==> src/rtl/stk_pkg.sv <==
// Shared encodings for the multi-stack data path:
// command opcodes and the control FSM states.
package stk_pkg;

  typedef enum logic [2:0] {
    OP_PUSH = 3'd0,
    OP_POP  = 3'd1,
    OP_DUP  = 3'd2,
    OP_SWAP = 3'd3,
    OP_MOVE = 3'd4,
    OP_ADD  = 3'd5,
    OP_SUB  = 3'd6,
    OP_CMP  = 3'd7
  } op_e;

  typedef enum logic [1:0] {
    S_IDLE  = 2'd0,
    S_READ  = 2'd1,
    S_WRITE = 2'd2
  } state_e;

endpackage

==> src/rtl/stack_bank.sv <==
// One LIFO stack: storage, pointer, top/second read ports,
// and pop/push/swap update applied in a single edge.
module stack_bank
  import stk_pkg::*;
#(
  parameter int WIDTH = 16,
  parameter int DEPTH = 16,
  localparam int PW = $clog2(DEPTH + 1),
  localparam int AW = $clog2(DEPTH)
) (
  input  logic             clk,
  input  logic             rst,
  input  logic [1:0]       pop_i,
  input  logic             push_i,
  input  logic [WIDTH-1:0] push_data_i,
  input  logic             swap_i,
  output logic [WIDTH-1:0] top_o,
  output logic [WIDTH-1:0] sec_o,
  output logic [PW-1:0]    cnt_o,
  output logic             empty_o,
  output logic             full_o
);

  logic [WIDTH-1:0] mem_q [DEPTH];
  logic [PW-1:0]    ptr_q, ptr_d, base;
  logic [AW-1:0]    t_idx, s_idx, w_idx;

  // pops are applied before the push, so the push lands on the lowest freed slot
  always_comb begin
    t_idx = AW'(ptr_q - PW'(1));
    s_idx = AW'(ptr_q - PW'(2));
    base  = ptr_q - PW'(pop_i);
    w_idx = AW'(base);
    ptr_d = base + PW'(push_i);
  end

  assign top_o   = (ptr_q >= PW'(1)) ? mem_q[t_idx] : '0;
  assign sec_o   = (ptr_q >= PW'(2)) ? mem_q[s_idx] : '0;
  assign cnt_o   = ptr_q;
  assign empty_o = (ptr_q == '0);
  assign full_o  = (ptr_q == PW'(DEPTH));

  always_ff @(posedge clk) begin
    if (push_i) begin
      mem_q[w_idx] <= push_data_i;
    end else if (swap_i) begin
      mem_q[t_idx] <= sec_o;
      mem_q[s_idx] <= top_o;
    end
  end

  always_ff @(posedge clk or negedge rst) begin
    if (!rst) ptr_q <= '0;
    else      ptr_q <= ptr_d;
  end

endmodule

==> src/rtl/multi_stack_unit.sv <==
// NSTK independent stacks behind one valid/ready command port;
// fixed IDLE -> READ -> WRITE sequence per command.
module multi_stack_unit
  import stk_pkg::*;
#(
  parameter int WIDTH = 16,
  parameter int DEPTH = 16,
  parameter int NSTK  = 2,
  localparam int SW = (NSTK > 1) ? $clog2(NSTK) : 1
) (
  input  logic             clk,
  input  logic             rst,
  input  logic             cmd_valid,
  output logic             cmd_ready,
  input  logic [2:0]       cmd_op,
  input  logic [SW-1:0]    cmd_src,
  input  logic [SW-1:0]    cmd_dst,
  input  logic [WIDTH-1:0] cmd_data,
  output logic             done,
  output logic             err,
  output logic [WIDTH-1:0] top,
  output logic             great,
  output logic [NSTK-1:0]  empty,
  output logic [NSTK-1:0]  full
);

  localparam int PW = $clog2(DEPTH + 1);

  state_e           state_q, state_d;
  op_e              op_q, op_d;
  logic [SW-1:0]    src_q, src_d, dst_q, dst_d;
  logic [WIDTH-1:0] data_q, data_d;
  logic [WIDTH-1:0] st_q, st_d, ss_q, ss_d;
  logic [WIDTH-1:0] dt_q, dt_d, ds_q, ds_d;
  logic             bad_q, bad_d;
  logic             done_q, done_d, err_q, err_d;
  logic [WIDTH-1:0] top_q, top_d;
  logic             great_q, great_d;

  logic [WIDTH-1:0] b_top [NSTK];
  logic [WIDTH-1:0] b_sec [NSTK];
  logic [PW-1:0]    b_cnt [NSTK];
  logic [1:0]       pop_v [NSTK];
  logic [NSTK-1:0]  push_v, swap_v;
  logic [WIDTH-1:0] wr_val, alu;

  logic [WIDTH-1:0] rd_st, rd_ss, rd_dt, rd_ds;
  logic [PW-1:0]    scnt, dcnt;
  logic             src_ok, dst_ok, same, dfree, legal;

  for (genvar g = 0; g < NSTK; g++) begin : g_bank
    stack_bank #(.WIDTH(WIDTH), .DEPTH(DEPTH)) u_bank (
      .clk         (clk),
      .rst         (rst),
      .pop_i       (pop_v[g]),
      .push_i      (push_v[g]),
      .push_data_i (wr_val),
      .swap_i      (swap_v[g]),
      .top_o       (b_top[g]),
      .sec_o       (b_sec[g]),
      .cnt_o       (b_cnt[g]),
      .empty_o     (empty[g]),
      .full_o      (full[g])
    );
  end

  // operand mux and legality; out-of-range selects read as an empty stack
  always_comb begin
    rd_st = '0;
    rd_ss = '0;
    rd_dt = '0;
    rd_ds = '0;
    scnt  = '0;
    dcnt  = '0;
    for (int k = 0; k < NSTK; k++) begin
      if (src_q == SW'(k)) begin
        rd_st = b_top[k];
        rd_ss = b_sec[k];
        scnt  = b_cnt[k];
      end
      if (dst_q == SW'(k)) begin
        rd_dt = b_top[k];
        rd_ds = b_sec[k];
        dcnt  = b_cnt[k];
      end
    end
    src_ok = (int'(src_q) < NSTK);
    dst_ok = (int'(dst_q) < NSTK);
    same   = (src_q == dst_q);
    dfree  = (dcnt != PW'(DEPTH));
    unique case (op_q)
      OP_PUSH: legal = dst_ok && dfree;
      OP_POP:  legal = dst_ok && (dcnt >= PW'(1));
      OP_DUP:  legal = dst_ok && (dcnt >= PW'(1)) && dfree;
      OP_SWAP: legal = dst_ok && (dcnt >= PW'(2));
      OP_MOVE: legal = src_ok && dst_ok && (scnt >= PW'(1))
                       && (same || dfree);
      OP_ADD,
      OP_SUB:  legal = src_ok && dst_ok && (scnt >= PW'(2))
                       && (same || dfree);
      OP_CMP:  legal = src_ok && (scnt >= PW'(2));
      default: legal = 1'b0;
    endcase
  end

  assign alu = (op_q == OP_SUB) ? (ss_q - st_q) : (ss_q + st_q);

  always_comb begin
    state_d = state_q;
    op_d    = op_q;
    src_d   = src_q;
    dst_d   = dst_q;
    data_d  = data_q;
    st_d    = st_q;
    ss_d    = ss_q;
    dt_d    = dt_q;
    ds_d    = ds_q;
    bad_d   = bad_q;
    done_d  = 1'b0;
    err_d   = 1'b0;
    top_d   = top_q;
    great_d = great_q;
    wr_val  = '0;
    push_v  = '0;
    swap_v  = '0;
    for (int k = 0; k < NSTK; k++) pop_v[k] = 2'd0;
    unique case (state_q)
      S_IDLE: begin
        if (cmd_valid) begin
          state_d = S_READ;
          op_d    = op_e'(cmd_op);
          src_d   = cmd_src;
          dst_d   = cmd_dst;
          data_d  = cmd_data;
        end
      end
      S_READ: begin
        state_d = S_WRITE;
        st_d    = rd_st;
        ss_d    = rd_ss;
        dt_d    = rd_dt;
        ds_d    = rd_ds;
        bad_d   = !legal;
      end
      S_WRITE: begin
        state_d = S_IDLE;
        done_d  = 1'b1;
        err_d   = bad_q;
        top_d   = (op_q == OP_CMP) ? st_q : dt_q;
        if (!bad_q) begin
          unique case (op_q)
            OP_PUSH: begin
              wr_val        = data_q;
              push_v[dst_q] = 1'b1;
              top_d         = data_q;
            end
            OP_POP: begin
              pop_v[dst_q] = 2'd1;
              top_d        = ds_q;
            end
            OP_DUP: begin
              wr_val        = dt_q;
              push_v[dst_q] = 1'b1;
            end
            OP_SWAP: begin
              swap_v[dst_q] = 1'b1;
              top_d         = ds_q;
            end
            OP_MOVE: begin
              if (!same) begin
                pop_v[src_q]  = 2'd1;
                push_v[dst_q] = 1'b1;
                wr_val        = st_q;
                top_d         = st_q;
              end
            end
            OP_ADD,
            OP_SUB: begin
              pop_v[src_q]  = 2'd2;
              push_v[dst_q] = 1'b1;
              wr_val        = alu;
              top_d         = alu;
            end
            OP_CMP:  great_d = (ss_q > st_q);
            default: ;
          endcase
        end
      end
      default: state_d = S_IDLE;
    endcase
  end

  always_ff @(posedge clk or negedge rst) begin
    if (!rst) begin
      state_q <= S_IDLE;
      op_q    <= OP_PUSH;
      src_q   <= '0;
      dst_q   <= '0;
      data_q  <= '0;
      st_q    <= '0;
      ss_q    <= '0;
      dt_q    <= '0;
      ds_q    <= '0;
      bad_q   <= 1'b0;
      done_q  <= 1'b0;
      err_q   <= 1'b0;
      top_q   <= '0;
      great_q <= 1'b0;
    end else begin
      state_q <= state_d;
      op_q    <= op_d;
      src_q   <= src_d;
      dst_q   <= dst_d;
      data_q  <= data_d;
      st_q    <= st_d;
      ss_q    <= ss_d;
      dt_q    <= dt_d;
      ds_q    <= ds_d;
      bad_q   <= bad_d;
      done_q  <= done_d;
      err_q   <= err_d;
      top_q   <= top_d;
      great_q <= great_d;
    end
  end

  assign cmd_ready = (state_q == S_IDLE);
  assign done      = done_q;
  assign err       = err_q;
  assign top       = top_q;
  assign great     = great_q;

endmodule

==> config.mk <==
export PLATFORM = sky130hd
export DESIGN_NAME = multi_stack_unit
export DESIGN_NICKNAME = d
export VERILOG_FILES = /design/src/rtl/stk_pkg.sv /design/src/rtl/stack_bank.sv /design/src/rtl/multi_stack_unit.sv
export SDC_FILE = /design/constraint.sdc
export NUM_CORES = 2
export LEC_CHECK = 0
export ABC_AREA = 1
export CELL_PAD_IN_SITES_DETAIL_PLACEMENT = 0
export CELL_PAD_IN_SITES_GLOBAL_PLACEMENT = 2
export CORE_ASPECT_RATIO = 1.75
export CORE_UTILIZATION = 38
export DETAILED_ROUTE_END_ITERATION = 7
export PLACE_DENSITY_LB_ADDON = 0.1
export RECOVER_POWER = 100
export SLEW_MARGIN = 0
export SYNTH_ARGS = -nofsm -noshare
export SYNTH_HDL_FRONTEND = slang
export SYNTH_SLANG_ARGS = --single-unit
==> constraint.sdc <==
create_clock -name clk -period 5.5 [get_ports clk]
set_clock_uncertainty 0.15 [all_clocks]
set_input_delay 1.375 -clock clk [delete_from_list [all_inputs] [get_ports clk]]
set_output_delay 1.375 -clock clk [all_outputs]
set_load 0.01 [all_outputs]
==> Word-level counts from Yosys, hierarchy flattened <==
Memories as Yosys holds them, arrays and structs flattened.
Index checks and enable logic that the tools add are counted.
{ "classes": {"magnitude_cmp": 15, "reduce_logical": 19, "n_eq_ne": 14, "mux": 57, "n_addsub": 10, "bitwise": 3} }
{ "op_table": {"columns": ["cell", "count"], "rows": [
  ["2-to-1 mux 16 bit", 17],
  ["case mux 16 bit (4 select lines)", 2],
  ["OR reduction 16 bit", 2],
  ["greater-or-equal comparator 5 x 1 -> 1 bit (second input constant)", 4],
  ["greater-or-equal comparator 5 x 2 -> 1 bit (second input constant)", 4],
  ["2-to-1 mux 2 bit", 9],
  ["adder 16 bit", 1],
  ["> comparator 16 bit", 1],
  ["2-to-1 mux 4 bit", 4],
  ["subtractor 16 bit", 1],
  ["2-to-1 mux 1 bit", 15],
  ["== test 3 bit (second input constant)", 4],
  ["case mux 4 bit (3 select lines)", 1],
  ["adder 5 x 1 -> 5 bit", 2],
  ["== test 5 bit (second input constant)", 2],
  ["logical NOT 5 bit", 2],
  ["2-to-1 mux 5 bit", 2],
  ["subtractor 5 x 2 -> 5 bit", 2],
  ["case mux 2 bit (2 select lines)", 2],
  ["subtractor 4 x 1 -> 4 bit (second input constant)", 2],
  ["subtractor 4 x 2 -> 4 bit (second input constant)", 2],
  ["case mux 1 bit (7 select lines)", 1],
  ["== test 3 x 2 -> 1 bit (second input constant)", 2],
  ["logical AND 1 bit", 6],
  ["other kinds (23)", 28]
]} }
{ "totals": {"in_bits": 24, "n_memories": 2, "reg_bits": 117, "elab_cells": 136, "ramBits": 512, "out_inout_bits": 24} }
{ "mem_list": {"columns": ["name", "words", "width", "read_ports", "rd_ports_with_merged_regs", "wr", "line_no", "text"], "rows": [
  ["g_bank[0].u_bank.mem_q", 16, 16, 2, 0, 2, "stack_bank.sv:24", "logic [WIDTH-1:0] mem_q [DEPTH];"],
  ["g_bank[1].u_bank.mem_q", 16, 16, 2, 0, 2, "stack_bank.sv:24", null]
]} }

==> Logic depth before layout (Yosys ltp) <==
{ "logic_depth": {"word_depth": 12, "depth_mapped": 22, "ltp_nobuf": 21} }

==> By module <==
A second synthesis with hierarchy kept.
{ "hier_totals": {"cells_unflattened": 6424, "hier_area_um2": 44637.8} }
{ "by_module_without_submodules": {"columns": ["mod", "area_per_inst_um2", "n_inst", "seq_area_each_um2", "cells_each"], "rows": [
  ["stack_bank at g_bank[0].u_bank", 18599.1, 1, 7812.5, 2617],
  ["stack_bank at g_bank[1].u_bank", 18283.8, 1, 7812.5, 2617],
  ["multi_stack_unit", 7754.9, 1, 2677.6, 1190]
]} }

==> Worst setup path after synthesis <==
OpenSTA, ideal clock, no wires.
{ "synth_path": {"path_kind": "register to register", "start": "register op_q[2]", "end": "memory g_bank[1].u_bank.mem_q[12][0], enable pin", "arrival_time_ns": 4.201, "path_buffers": 2, "setup_ns": 0.414, "t_required_ns": 4.936, "path_stages_with_launch": 17, "slack_ns": 0.734, "period_less_slack_ns": 4.766, "cell_sequence": "dfrtp_1 > clkbuf_2 > nor2_1 > clkbuf_1 > inv_1 > nor2_1 > inv_1 > o22ai_1 > nand2_1 > nor2_1 > ha_1 > inv_1 > fa_1 > xor2_1 > o21ai_0 > nand3_1 > o31ai_1"} }
{ "synth_lines": {"columns": ["element", "line_no", "text"], "rows": [
  ["start: declaration", "multi_stack_unit.sv:30", "op_e op_q, op_d;"],
  ["start signal: assignment", "multi_stack_unit.sv:211", "op_q <= op_d;"],
  ["end: declaration", "stack_bank.sv:24", null]
]} }

==> run summary <==
Synth area leaders = edfxtp_1 (38%), nand2_1 (21%), o21ai_0 (7.7%), dfrtp_1 (7.1%), nand3_1 (5.2%)
flops & latches, synth = 629
CTS Buf Count = 68
leading cell type in the layout, fill and taps excluded = nand2_1
fin crit period = 5.050 ns
GP Congestion = 1.020
final setup margin = 0.4499 ns
library cells used by synthesis = 47
sequential share of the synthesized area = 44.67%
setup_tns = 0 ns
max-cap violations = 3
final core occ = 41.67%
Worst Tran Pin Value = 1.944 ns
Total GRT Usage = 34.46%
dpl cells = 6894
status = complete, but fails checks
H-Tree Depth = 3
pin count of the biggest net entering global routing = 170
CTS max path bufs = 3
Starting Density = 38.28%
synthesized net count = 5801
critical path capture point type = flip-flop
wire per inst = 27.01 um
RSZ-0062 raised after global routing = no
share of the synthesized area in the top cell type = 37.52%
largest area contributor in the netlist = edfxtp_1
Final nets = 5680
hold_buf cts = 0
DRT antenna net count = 0
pre-CTS WS = 1.017 ns
Static Leak = 19.26 nW
pwr/cell area = 670.6 mW/mm^2
post-synthesis instance total = 5717
first-pass GRT wire length = 269.9 mm
failing checks = max-capacitance violations, max-slew violations
Simple-Gate Fraction of Synth Area = 31.47%
Clock Sinks = 629
clock-pin slew on the worst setup and hold paths = 0.07 ns
Port Buffers = 47
DRC = 0
normalized max-slew margin = -29.62%
Area Overhead vs Synth = 8.852%
die width = 250.2 um
worst endpoint required time = 5.78 ns
mapped cell area = 0.04098 mm^2
postcts setup bufs = 0
final cell count without fillers = 7018
Initial DRC Count = 3105
full die area = 0.1092 mm^2
Post-DP HPWL = 138.7 mm
Main synth FF type = edfxtp_1
Setup Crit Path Kind = flip-flop to flip-flop
initial antenna violation count = 3
YS warnings = 0
share of layout cells above drive strength 1 = 6.143%
Pre-antenna DRT Iters = 6
syn avg cell area = 7.167 um^2
Synth Area in Compound Gates = 13.72%
# fillers = 11260
final worst path period share = 91.82%
Hold Path Class = flip-flop to flip-flop
IO Pins = 48
Worst EP arrival = 5.33 ns
Post-synth EDFFs = 512
mux contribution to synthesized area = 0%
Final Hold Fails = 0
Post-CTS Resized = 0
number of setup violations in the final report = 0
worst-skew pair later-pin latency = 0.68 ns
vias in the first global route = 38370
most frequent cells in the layout = nand2_1 (2326), o21ai_0 (633), edfxtp_1 (512)
startpoint class of the critical path = flip-flop
DR vias/cell = 5.586
Max IR drop VDD = 0.0004907 V
async set-or-reset flop fraction in the synthesized netlist = 18.60%
Rows = 159
CTS tree = built
core region area = 0.1070 mm^2
fmax = 198.0 MHz
adder-cell share of the synthesized area = 1.905%
clk root buf = clkbuf_16
WL final = 189.6 mm
XOR/XNOR share of the synthesized area = 0.2748%
height of the chip = 436.4 um
largest family of logic cells by synthesized area = simple AND/OR/NAND/NOR gates
Worst Path Max Fanout = 20
Remaining Overflow, GRT = 0
DR vias = 39200
Max Transition Viols Final = 85
[metrics by stage]
stage               power (W)  hold slack, ns  area, um^2
floorplan             0.01667          0.2992       40980
global placement      0.02517          0.3145       42720
detailed placement    0.02512          0.3209       42720
CTS                   0.02984          0.3367       44830
global route          0.03122          0.3532       44600
finish                0.02991          0.3315       44600
[where the power goes]
group          switching (W)  internal, W  leakage [nW]
clock network        0.00216      0.00253          1.02
logic                 0.0151      0.00416          11.6
registers           0.000435      0.00555          6.62
total                 0.0177       0.0122          19.3
[logic make-up after synthesis]
logic type | after synthesis
DFF | 629
and+or+nand+nor | 3212
adders and majority gates | 60
xor gates and xnor gates | 12
buffers and inverters | 738
AOI/OAI and AO/OA | 1066
[critical path, cell delays in order (launching register included)]
cell and delay, ns:
dfrtp_4 0.47, clkinv_1 0.22, clkbuf_1 0.93, ha_1 0.32, inv_1 0.07, nand2_1 0.08, nand2_1 0.11, nand2_1 0.08
o21a_1 0.15, buf_4 0.25, nand3_1 0.44, nand3_1 0.24, clkinv_1 0.63, clkbuf_1 0.47, nand2_1 0.14, nand2_1 0.06
[synth_stat cells (all sizes together), types with 5 or more instances]
| library cell | instances |
|---|---|
| a31oi | 51 |
| nand2 | 2329 |
| a221oi | 9 |
| nor2 | 390 |
| nand3 | 430 |
| o211ai | 9 |
| edfxtp | 512 |
| dfrtp | 117 |
| nor3 | 15 |
| xor2 | 7 |
| o22ai | 70 |
| ha | 56 |
| o21ai | 657 |
| clkinv | 17 |
| clkbuf | 130 |
| nand4 | 44 |
| inv | 324 |
| o31ai | 10 |
| buf | 267 |
| a21oi | 250 |
| xnor2 | 5 |
[registers in the layout, indices dropped and copies added, names as in the netlist, 2 cells and up]
| signal | cells |
|---|---|
| dt_q | 16 |
| data_q | 16 |
| op_q | 3 |
| ss_q | 16 |
| top | 16 |
| state_q | 2 |
| ds_q | 16 |
| g_bank.u_bank.mem_q | 512 |
| g_bank.u_bank.cnt_o | 10 |
| st_q | 16 |
[final timing paths]
| kind | startpoint | depth (start not counted) | slack, ns | endpoint |
|---|---|---|---|---|
| min in group asynchronous | rst | 1 | 0.56 | top[13]$_DFFE_PN0P_ |
| worst min register to register | ds_q[5]$_DFFE_PN0N_ | 2 | 0.33 | ds_q[5]$_DFFE_PN0N_ |
| max in group asynchronous | rst | 2 | 2.06 | g_bank[0].u_bank.cnt_o[1]$_DFF_PN0_ |
| worst min-delay path | ds_q[5]$_DFFE_PN0N_ | 2 | 0.33 | ds_q[5]$_DFFE_PN0N_ |
| worst max register to register | g_bank[0].u_bank.cnt_o[1]$_DFF_PN0_ | 15 | 0.45 | g_bank[0].u_bank.mem_q[10][10]$_DFFE_PP_ |
| worst max-delay path | g_bank[0].u_bank.cnt_o[1]$_DFF_PN0_ | 15 | 0.45 | g_bank[0].u_bank.mem_q[10][10]$_DFFE_PP_ |
[layout make-up]
type                       instances  area, um^2  area share [%]
multi-input combinational       4350       19560           43.85
sequential                       629       18320           41.07
inverter                         341        1295           2.903
antenna                            1       2.502        0.005610
tap                             1368        1712           3.838
timing repair buffer             206        1608           3.605
clock buffer                      90        1868           4.188
clock inverter                    33       241.5          0.5414
[layer usage]
metal	GRT usage [%]	vias to the layer above	wire [um]	share of wire [%]
li1	-	18620	-	-
met4	31.95	0	20260	11
met3	3.799	587	8378	4.4
met2	63.97	1448	99250	52
met1	32.88	18550	61670	33
met5	0	-	0	0
Note: power is estimated with default switching activity, not from simulation.
